`config.mk`:
```
export PLATFORM = sky130hd
export DESIGN_NAME = corr_sequencer
export DESIGN_NICKNAME = d
export VERILOG_FILES = /design/src/rtl/corr_sequencer.sv
export SDC_FILE = /design/constraint.sdc
export NUM_CORES = 1
export LEC_CHECK = 0
export CAP_MARGIN = 0
export CORE_UTILIZATION = 45
export CTS_BUF_LIST = sky130_fd_sc_hd__clkbuf_4 sky130_fd_sc_hd__clkbuf_8
export CTS_CLUSTER_SIZE = 14
export DETAILED_ROUTE_END_ITERATION = 10
export PLACE_DENSITY = 0.76
export RECOVER_POWER = 100
export SYNTH_ARGS = -nofsm -noshare
export SYNTH_HDL_FRONTEND = slang
export SYNTH_SLANG_ARGS = --single-unit
```
`constraint.sdc`:
```
create_clock -name clk -period 3.2 [get_ports clk]
set_clock_uncertainty 0.2 [all_clocks]
set_input_delay 0.64 -clock clk [delete_from_list [all_inputs] [get_ports clk]]
set_output_delay 0.64 -clock clk [all_outputs]
set_load 0.02 [all_outputs]
```
`src/rtl/corr_sequencer.sv`:
```
`default_nettype none
// ============================================================================
// Module   : corr_sequencer
// Brief    : Clears, captures and runs the delay correlator, then presents the
//            latched peak and its signed lag over a valid/ack handshake.
//            Optional macro AUTO_RERUN_EN enables back-to-back measurements.
// Revision : 1.0 - initial release
// ============================================================================
module corr_sequencer #(
  parameter int               N_SAMPLES      = 2000,
  parameter int               IDX_W          = 12,
  parameter int               RES_W          = 36,
  parameter int               TMO_W          = 24,
  parameter logic [TMO_W-1:0] TIMEOUT_CYCLES = 24'd9000000,
  parameter int               CLEAR_CYCLES   = 4
) (
  input  logic             clk,
  input  logic             reset,
  input  logic             start,
  output logic             cap_req,
  input  logic             cap_done,
  output logic [2:0]       topState,
  input  logic             corr_finished,
  input  logic [RES_W-1:0] corr_maxResult,
  input  logic [IDX_W-1:0] corr_maxIndex,
  output logic             res_valid,
  input  logic             res_ack,
  output logic [RES_W-1:0] res_peak,
  output logic [IDX_W:0]   res_lag,
  output logic             busy,
  output logic             timeout_err
);

  localparam logic [2:0]       c_TOP_CLEAR = 3'b000;
  localparam logic [2:0]       c_TOP_HOLD  = 3'b001;
  localparam logic [2:0]       c_TOP_RUN   = 3'b010;
  localparam logic [TMO_W-1:0] c_CLR_LAST  = TMO_W'(CLEAR_CYCLES - 1);
  localparam logic [TMO_W-1:0] c_TMO_LAST  = TIMEOUT_CYCLES - TMO_W'(1);
  localparam logic [TMO_W-1:0] c_FIN_QUAL  = TMO_W'(2);
  localparam logic [IDX_W:0]   c_LAG_OFS   = (IDX_W+1)'(N_SAMPLES - 1);

  typedef enum logic [2:0] {
    S_IDLE    = 3'd0,
    S_CLEAR   = 3'd1,
    S_CAPTURE = 3'd2,
    S_RUN     = 3'd3,
    S_LATCH   = 3'd4,
    S_PRESENT = 3'd5,
    S_ABORT   = 3'd6
  } state_t;

  state_t           r_state;
  state_t           w_next;
  logic [TMO_W-1:0] r_cnt;
  logic [2:0]       r_top;
  logic             r_cap;
  logic             r_busy;
  logic             r_valid;
  logic             r_terr;
  logic [RES_W-1:0] r_peak;
  logic [IDX_W:0]   r_lag;
  logic [2:0]       w_top;
  logic             w_cap;
  logic             w_busy;
  logic             w_valid;
  logic             w_fin_q;
  logic [IDX_W:0]   w_lag;

  // The first two RUN cycles may still see the previous run's finished flag.
  assign w_fin_q = corr_finished && (r_cnt >= c_FIN_QUAL);
  assign w_lag   = {1'b0, corr_maxIndex} - c_LAG_OFS;

  always_comb begin
    w_next  = r_state;
    w_top   = c_TOP_HOLD;
    w_cap   = 1'b0;
    w_busy  = 1'b1;
    w_valid = 1'b0;
    case (r_state)
      S_IDLE:    if (start) w_next = S_CLEAR;
      S_CLEAR:   if (r_cnt >= c_CLR_LAST) w_next = S_CAPTURE;
      S_CAPTURE: if (cap_done) w_next = S_RUN;
      S_RUN: begin
        if (w_fin_q)                  w_next = S_LATCH;
        else if (r_cnt >= c_TMO_LAST) w_next = S_ABORT;
      end
      S_LATCH:   w_next = S_PRESENT;
`ifdef AUTO_RERUN_EN
      S_PRESENT: if (res_ack) w_next = start ? S_CLEAR : S_IDLE;
      S_ABORT:   w_next = S_CLEAR;
`else
      S_PRESENT: if (res_ack) w_next = S_IDLE;
      S_ABORT:   w_next = S_IDLE;
`endif
      default:   w_next = S_IDLE;
    endcase

    // Outputs are registered from the next state so they align with r_state.
    case (w_next)
      S_IDLE:           w_busy = 1'b0;
      S_CLEAR, S_ABORT: w_top  = c_TOP_CLEAR;
      S_CAPTURE:        w_cap  = 1'b1;
      S_RUN:            w_top  = c_TOP_RUN;
      S_PRESENT: begin
        w_busy  = 1'b0;
        w_valid = 1'b1;
      end
      default: ;
    endcase
  end

  always_ff @(posedge clk or posedge reset) begin
    if (reset) begin
      r_state <= S_IDLE;
      r_cnt   <= '0;
      r_top   <= c_TOP_CLEAR;
      r_cap   <= 1'b0;
      r_busy  <= 1'b0;
      r_valid <= 1'b0;
    end else begin
      r_state <= w_next;
      r_top   <= w_top;
      r_cap   <= w_cap;
      r_busy  <= w_busy;
      r_valid <= w_valid;
      if (r_state != w_next)
        r_cnt <= '0;
      else if ((r_state == S_CLEAR || r_state == S_RUN) && r_cnt != '1)
        r_cnt <= r_cnt + TMO_W'(1);
    end
  end

  always_ff @(posedge clk or posedge reset) begin
    if (reset) begin
      r_peak <= '0;
      r_lag  <= '0;
      r_terr <= 1'b0;
    end else begin
      if (r_state == S_LATCH) begin
        r_peak <= corr_maxResult;
        r_lag  <= w_lag;
      end
`ifdef AUTO_RERUN_EN
      if (r_state == S_LATCH)
        r_terr <= 1'b0;
`else
      if (r_state == S_IDLE && start)
        r_terr <= 1'b0;
`endif
      else if (r_state == S_RUN && w_next == S_ABORT)
        r_terr <= 1'b1;
    end
  end

  assign topState    = r_top;
  assign cap_req     = r_cap;
  assign busy        = r_busy;
  assign res_valid   = r_valid;
  assign res_peak    = r_peak;
  assign res_lag     = r_lag;
  assign timeout_err = r_terr;

endmodule
`default_nettype wire
```
==> flow_metrics.tcl, run 1 <==
set metrics [dict create \
    fin_area_sq_um 5535 \
    synth.top_cells.by_area "dfrtp_1, nand2_1, a211oi_2" \
    cts_setup_buffers 0 \
    finalPower_mw 4.224 \
    area_growth_pct 30.39 \
    synth-seq-area-share_pct 48.33 \
    clock_path_buffers 2 \
    met1_usage_pct 29.28 \
    grt_max_degree 40 \
    hold_ws_ns 0.2720 \
    cts_resized 0 \
    violations "max-capacitance violations, max-slew violations" \
    rrSetupSlack_ns 0.38 \
    crit_path_end_kind "register" \
    ys_ff_latch 82 \
    grt_overflow 0 \
    final-max-slew-violation-count 1 \
    vdd_drop_max_mv 0.3129 \
    rr_startpoint "r_cnt[1]" \
    hp-class "register to register" \
    reg2reg_depth 7 \
    yosysTopAreaCell "dfrtp_1" \
    ctsHoldBuffers 0 \
    pre_cts_ws_ns 0.5243 \
    via_count 3814 \
    async_reset_ff_share_pct 100.0 \
    die_w_um 99.13 \
    coreArea_sq_um 9196 \
    firstDrtPassIters 4 \
    start_util_pct 46.16 \
    die_area_sq_um 9827 \
    drive_above_1_share_pct 7.030 \
    final_common_cell "nand2_1" \
    synth_edf_count 0 \
    antenna_found_initial 0 \
    finalCritPeriodShare_pct 88.05 \
    antenna_cells 0 \
    rows 35 \
    place_hpwl_um 7627 \
    htree_levels 3 \
    drv_cap 1 \
    min-delay-start "res_peak[5]" \
    die_h_um 99.13 \
    track_usage_pct 22.55 \
    crit_arrival_ns 2.88 \
    final_cell_mix "nand2_1, dfrtp_1, dlygate4sd3_1" \
    ys.warnings.count 0 \
    synth_area_per_cell_sq_um 9.269 \
    io-pin-count 110 \
    r2r-end "r_cnt[5]" \
    drcViolationCount 0 \
    worstMarginPinSlew_ns 1.495 \
    routedWlPerCell_um 16.01 \
    final_nets 621 \
    drtIter0Drc 198 \
    setup_ws_ns 0.3823 \
    root_buffer "clkbuf_8" \
    netlist_instances 458 \
    power-per-cell-area_nw_per_um2 763.1 \
    grt_pass1_wl_um 17530 \
    gp_congestion 0.9746 \
    crit_type "register to register" \
    fmax_mhz 354.9 \
    min_period_ns 2.818 \
    hold_path_end "res_peak[5]" \
    vias_per_cell 5.609 \
    startpoint_type "register" \
    clk_latency_ns 0.36 \
    placedInstanceArea_sq_um 5443 \
    use_met2_pct 37.92 \
    cts_tree "built" \
    status "finished, violations left" \
    cts_buffers 9 \
    ys_types 57 \
    grt.busiest_layer "met2" \
    slew_headroom_pct -0.2117 \
    synth_nets 515 \
    grt_pass1_vias 3645 \
    ant_nets 0 \
    holdPathStages 2 \
    required_ns 3.26 \
    use_met3_pct 4.357 \
    ys.flop_type "dfrtp_1" \
    rsz0062_at_grt "no" \
    netlist_area_sq_um 4245 \
    synth_top_area_share_pct 48.33 \
    wirelength_um 10890 \
    io_buffers 108 \
    finalHoldViolations 0 \
    final-setup-viol-count 0 \
    leakage_nw 2.301 \
    cts_sinks 82 \
    clk_pin_slew_worst_paths_ns 0.09 \
    worst-path-max-fanout 13 \
    setup-tns-final_ns 0 \
]
==> logic make-up (layout without fill, tap and decap cells) <==
| logic type | after synthesis | count (layout) | synth area share (%) |
|---|---|---|---|
| compound gates | 84 | 84 | 16.27 |
| flops | 82 | 82 | 48.33 |
| xor+xnor | 9 | 9 | 1.857 |
| buf+inv | 32 | 143 | 3.566 |
| fa+ha+maj | 3 | 3 | 0.8843 |
| mux | 1 | 1 | 0.2358 |
| other cells | 1 | 1 | 0.08833 |
| simple gates | 246 | 246 | 28.77 |
==> synth_stat cells, types with 2 or more instances <==
cell	n
nor3_2	2
nand2_1	147
buf_6	3
xnor2_1	4
ha_1	3
nor4_4	2
buf_4	2
nor2_1	15
clkbuf_1	16
nand4_1	8
or4_1	14
nor4_2	3
and4_1	3
o41ai_1	2
nor3_1	3
o31ai_1	14
a31oi_1	2
xor2_1	5
a211oi_1	5
nand3_1	14
or4b_2	2
and3_1	7
inv_1	9
a211oi_2	19
or3_1	9
nor2b_1	2
a21oi_1	5
o21ai_0	23
nand2b_1	6
dfrtp_1	82
==> critical path, cell delays in order, from the launching register on <==
cell      delay [ns]
dfrtp_1         0.52
ha_1            0.35
and4_1          0.27
nand4_1         0.17
nor4_4          0.51
clkbuf_2        0.35
o21ai_0         0.13
a211oi_1        0.22
==> worst max path at each step <==
stage | from | to | slack, ns | depth (start not counted)
after floorplan | reset | busy | 0.25 | 1
after global placement | corr_maxIndex[0] | res_lag[12] | 0.55 | 7
after detailed placement | corr_maxIndex[0] | res_lag[12] | 0.52 | 7
after CTS | r_cnt[1] | r_cnt[1] | 0.50 | 7
after global routing | r_cnt[1] | r_cnt[17] | 0.19 | 7
final | r_cnt[1] | r_cnt[5] | 0.38 | 7
==> cell type report <==
class                      count  area [sq um]
clock inverter                 6         72.57
timing repair buffer         118          1154
fill                         784          3661
clock buffer                  10         137.6
tap                          111         138.9
multi-input combinational    344          1946
inverter                       9         35.03
sequential                    82          2052
==> sequential cells by signal, indices dropped and copies added (netlist names) <==
| name | cells |
|---|---|
| cap_req | 1 |
| res_peak | 36 |
| busy | 1 |
| res_valid | 1 |
| r_cnt | 24 |
| res_lag | 13 |
| r_state | 3 |
| topState | 2 |
| timeout_err | 1 |
==> report_power, final <==
| part | switching [mW] | internal (mW) | leakage, nW |
|---|---|---|---|
| Clock | 0.412 | 0.390 | 0.103 |
| Combinational | 1.10 | 0.743 | 1.22 |
| Sequential | 0.204 | 1.37 | 0.974 |
==> routing by layer <==
layer	share of wire, %	routed length [um]	up-vias
li1	-	-	1846
met1	45	4919	1834
met2	48	5172	119
met3	5.9	644	15
met4	1.4	149	0
met5	0	0	-
==> metrics by stage <==
step           std cells  util [%]
3_5_place_dp         664     59.18
3_3_place_gp         664     59.18
6_report             680     60.19
2_1_floorplan        458         -
4_1_cts              680     61.47
5_1_grt              680     60.19
(Power assumes the default switching activity.)
==> run 2: changes to the inputs <==
- CORE_UTILIZATION: 45 -> 51
- CTS_CLUSTER_SIZE: 14 -> default
- PLACE_DENSITY: 0.76 -> 0.84
==> run 2 against run 1 <==
Net effect:
- worst hold slack better by 0.0037 ns
- flip-flop and latch count stayed put
- critical endpoint is now r_cnt[18]
- die area is 12% lower
- setup slack better by 0.029 ns
- critical path depth is 1 lower
- maximum frequency is 1.0% higher
- design area is 1.1% lower
- largest power group unchanged
- wire length is 2.0% higher
- power is 1.5% lower
- the run still ends with max-capacitance violations, max-slew violations left
- sequential power hardly changed
==> flow_metrics.tcl, run 2 (same netlist as run 1, synthesis figures left out) <==
set metrics [dict create \
    firstDrtPassIters 4 \
    drtIter0Drc 195 \
    cts_buffers 9 \
    fillCellCount 612 \
    cts_tree "built" \
    largest_register_ffs 36 \
    drive_above_1_share_pct 6.702 \
    rows 32 \
    wirelength_um 11110 \
    gp_congestion 0.9221 \
    critical_path.startpoint "r_cnt[6]" \
    antenna_found_initial 0 \
    hp-class "register to register" \
    final-max-slew-violation-count 83 \
    ctsHoldBuffers 0 \
    vias_per_cell 5.709 \
    drcViolationCount 0 \
    startpoint_type "register" \
    routedWlPerCell_um 16.60 \
    clk_latency_ns 0.36 \
    rr_startpoint "r_cnt[6]" \
    io_buffers 108 \
    crit_path_end_kind "register" \
    htree_levels 3 \
    finalCritPeriodShare_pct 87.14 \
    cts_sinks 82 \
    vdd_drop_max_mv 0.7393 \
    grt_pass1_vias 3667 \
    leakage_nw 2.269 \
    setup-tns-final_ns 0 \
    start_util_pct 53.82 \
    track_usage_pct 26.75 \
    status "finished, violations left" \
    crit_type "register to register" \
    clk_pin_slew_worst_paths_ns 0.09 \
    worstMarginPinSlew_ns 1.777 \
    rsz0062_at_grt "no" \
    min-delay-start "res_peak[3]" \
    finalPower_mw 4.159 \
    grt_pass1_wl_um 18080 \
    finalHoldViolations 0 \
    final-setup-viol-count 0 \
    die_w_um 93.24 \
    final_nets 619 \
    root_buffer "clkbuf_8" \
    cts_setup_buffers 0 \
    via_count 3819 \
    io-pin-count 110 \
    power-per-cell-area_nw_per_um2 759.9 \
    required_ns 3.26 \
    fmax_mhz 358.6 \
    die_area_sq_um 8693 \
    violations "max-capacitance violations, max-slew violations" \
    worst-path-max-fanout 24 \
    grt_overflow 0 \
    min_period_ns 2.788 \
    drv_cap 1 \
    antenna_cells 0 \
    clock_path_buffers 2 \
    coreArea_sq_um 7888 \
    place_hpwl_um 7949 \
    crit_arrival_ns 2.85 \
    die_h_um 93.24 \
    grt_max_degree 83 \
    ant_nets 0 \
    slew_headroom_pct -18.49 \
    cts_resized 0 \
    area_growth_pct 28.91 \
    final_common_cell "nand2_1" \
    final_cell_mix "nand2_1, dfrtp_1, dlygate4sd3_1" \
]
[run 2: per-layer routing]
| metal | GRT usage [%] | vias up | wire length, um |
|---|---|---|---|
| li1 | - | 1837 | - |
| met2 | 45.10 | 115 | 5639 |
| met4 | 8.077 | 0 | 129 |
| met1 | 34.97 | 1854 | 4821 |
| met3 | 5.122 | 13 | 517 |
| met5 | 0 | - | 0 |
[run 2: where the power goes]
group	internal [mW]	switching, mW
clock	0.300	0.406
combinational	0.739	1.13
sequential	1.37	0.209
total	2.41	1.75
[run 2: path summary, 6_finish.rpt]
| kind | to | slack, ns | depth (start not counted) |
|---|---|---|---|
| max | r_cnt[18] | 0.41 | 6 |
| min | res_peak[3] | 0.28 | 2 |
| max reg2reg | r_cnt[18] | 0.41 | 6 |
| min reg2reg | res_peak[3] | 0.28 | 2 |
| max in group asynchronous | r_cnt[6] | 0.68 | 3 |
| min in group asynchronous | res_peak[29] | 1.07 | 3 |
[run 2: layout make-up]
| type | instances | area, sq um | area share [%] |
|---|---|---|---|
| Multi-Input combinational cell | 344 | 1947 | 35.57 |
| Inverter | 9 | 35.03 | 0.6401 |
| Tap cell | 102 | 127.6 | 2.332 |
| Timing Repair Buffer | 116 | 1129 | 20.62 |
| Clock buffer | 10 | 131.4 | 2.401 |
| Sequential cell | 82 | 2052 | 37.49 |
| Clock inverter | 6 | 51.30 | 0.9374 |
[run 2: worst max-delay path, stage by stage (launching register included)]
cell	delay [ns]
dfrtp_1	0.45
nor4_1	0.61
nand3_1	0.28
o41ai_4	0.45
a32oi_2	0.19
buf_4	0.26
a211oi_1	0.26
[run 2: metrics by stage]
step	std cells	utilization (%)	hold WS [ns]	setup slack [ns]	cell area (sq um)
after global routing	669	69.38	0.2970	0.2312	5473
after floorplan	458	-	0.3655	0.2516	4245
after detailed placement	653	68.67	0.2613	0.5011	5416
final	669	69.38	0.2757	0.4116	5473
after global placement	653	68.67	0.2571	0.5602	5416
after CTS	669	70.99	0.2843	0.5414	5599
==> run 3: changes to the inputs <==
- CORE_UTILIZATION: 51 -> 40
- PLACE_DENSITY: 0.84 -> 0.69
==> run 3 against run 2 <==
Net effect:
- the run still ends with max-capacitance violations, max-slew violations left
- wire length is 1.0% lower
- maximum frequency is 5.5% lower
- clock power hardly changed
- via count is 0.29% higher
- critical path depth stayed put
- sequential power is 3% lower
- sequential share of layout area is 0.76 points lower
- design area is 2.1% higher
==> flow_metrics.tcl, run 3 (same netlist as run 1, synthesis figures left out) <==
set metrics [dict create \
    worst-path-max-fanout 8 \
    die_area_sq_um 11030 \
    routedWlPerCell_um 15.52 \
    final_nets 624 \
    firstDrtPassIters 5 \
    cts_resized 0 \
    grt.busiest_layer "met2" \
    via_count 3830 \
    cts_sinks 82 \
    worstMarginPinSlew_ns 1.716 \
    drcViolationCount 0 \
    min_period_ns 2.951 \
    ant_nets 0 \
    cp_slowest_stage_delay_ns 0.61 \
    required_ns 3.25 \
    rows 37 \
    violations "max-capacitance violations, max-slew violations" \
    clk_pin_slew_worst_paths_ns 0.09 \
    power-per-cell-area_nw_per_um2 745.5 \
    drive_above_1_share_pct 8.217 \
    crit_chain "nor4_1, o2111ai_1, a32oi_1, a32oi_2, clkbuf_1, a211oi_1" \
    grt_pass1_wl_um 18200 \
    use_met2_pct 33.40 \
    root_buffer "clkbuf_8" \
    place_hpwl_um 7884 \
    io_buffers 108 \
    track_usage_pct 20.49 \
    startpoint_type "register" \
    wirelength_um 10990 \
    coreArea_sq_um 10320 \
    setup_ws_ns 0.2492 \
    final-setup-viol-count 0 \
    rsz0062_at_grt "no" \
    area_growth_pct 31.59 \
    cts_buffers 9 \
    grt_pass1_vias 3654 \
    drv_cap 1 \
    status "finished, violations left" \
    io-pin-count 110 \
    clock_path_buffers 2 \
    gp_congestion 0.8436 \
    pre_cts_ws_ns 0.4160 \
    largest_register_ffs 36 \
    antenna_found_initial 0 \
    placedInstanceArea_sq_um 5509 \
    leakage_nw 2.299 \
    final_common_cell "nand2_1" \
    clk_latency_ns 0.35 \
    slew_headroom_pct -14.39 \
    vias_per_cell 5.410 \
    grt_max_degree 55 \
    grt_overflow 0 \
    fmax_mhz 338.9 \
    cts_tree "built" \
    final_cell_mix "nand2_1, dfrtp_1, dlygate4sd3_1" \
    cts_setup_buffers 0 \
    final-max-slew-violation-count 40 \
    htree_levels 3 \
    crit_slowest_cell "nor4_1" \
    placedCellCount 692 \
    ctsHoldBuffers 0 \
    hp-class "register to register" \
    finalHoldViolations 0 \
    finalCritPeriodShare_pct 92.21 \
    met1_usage_pct 27.31 \
    crit_path_end_kind "register" \
    die_w_um 105.0 \
    crit_type "register to register" \
    drtIter0Drc 225 \
    start_util_pct 41.12 \
    stdcell_count 708 \
    crit_arrival_ns 3.00 \
    fin_area_sq_um 5587 \
    setup-tns-final_ns 0 \
    use_met3_pct 3.431 \
    vdd_drop_max_mv 0.3546 \
    antenna_cells 0 \
    die_h_um 105.0 \
]
[run 3: critical path, delay by kind of cell, from the launching register on]
kind | cells | cell delay [ns]
flip-flops | 1 | 0.45
AND/OR/NAND/NOR | 1 | 0.61
buffers and inverters | 1 | 0.32
AO/OA/AOI/OAI | 4 | 1.28
[run 3: metrics by stage]
stage	util, %	hold WS [ns]	power [mW]
floorplan	-	0.3655	2.738
global placement	53.36	0.2564	3.634
detailed placement	53.36	0.2611	3.684
CTS	55.11	0.2830	4.389
global route	54.11	0.3003	4.442
finish	54.11	0.2734	4.165
[run 3: area by class of cell]
type,instances,area (sq um)
inverter,9,35.03
tap,136,170.2
timing repair buffer,121,1172
fill,924,4737
clock inverter,6,48.80
clock buffer,10,131.4
multi-input combinational,344,1977
sequential,82,2052
[run 3: per-layer routing]
layer / part of all wire, % / wire [um] / up-vias
met5: 0 / 0 / -
met4: 1.6 / 180 / 0
met3: 5.2 / 573 / 20
met2: 47 / 5112 / 129
met1: 47 / 5123 / 1838
li1: - / - / 1843
[run 3: final timing paths]
check	cells after the start	endpoint	start	slack, ns
worst min-delay path	2	res_peak[32]	res_peak[32]	0.27
worst min register to register	2	res_peak[32]	res_peak[32]	0.27
max in group asynchronous	3	r_cnt[6]	reset	0.61
min in group asynchronous	2	res_peak[31]	reset	0.80
worst max-delay path	6	r_cnt[6]	r_cnt[6]	0.25
worst max register to register	6	r_cnt[6]	r_cnt[6]	0.25
[run 3: where the power goes]
group | switching (mW) | internal, mW | total [mW]
registers | 0.159 | 1.37 | 1.53
logic | 1.17 | 0.761 | 1.93
clock network | 0.406 | 0.298 | 0.703
total | 1.73 | 2.43 | 4.16
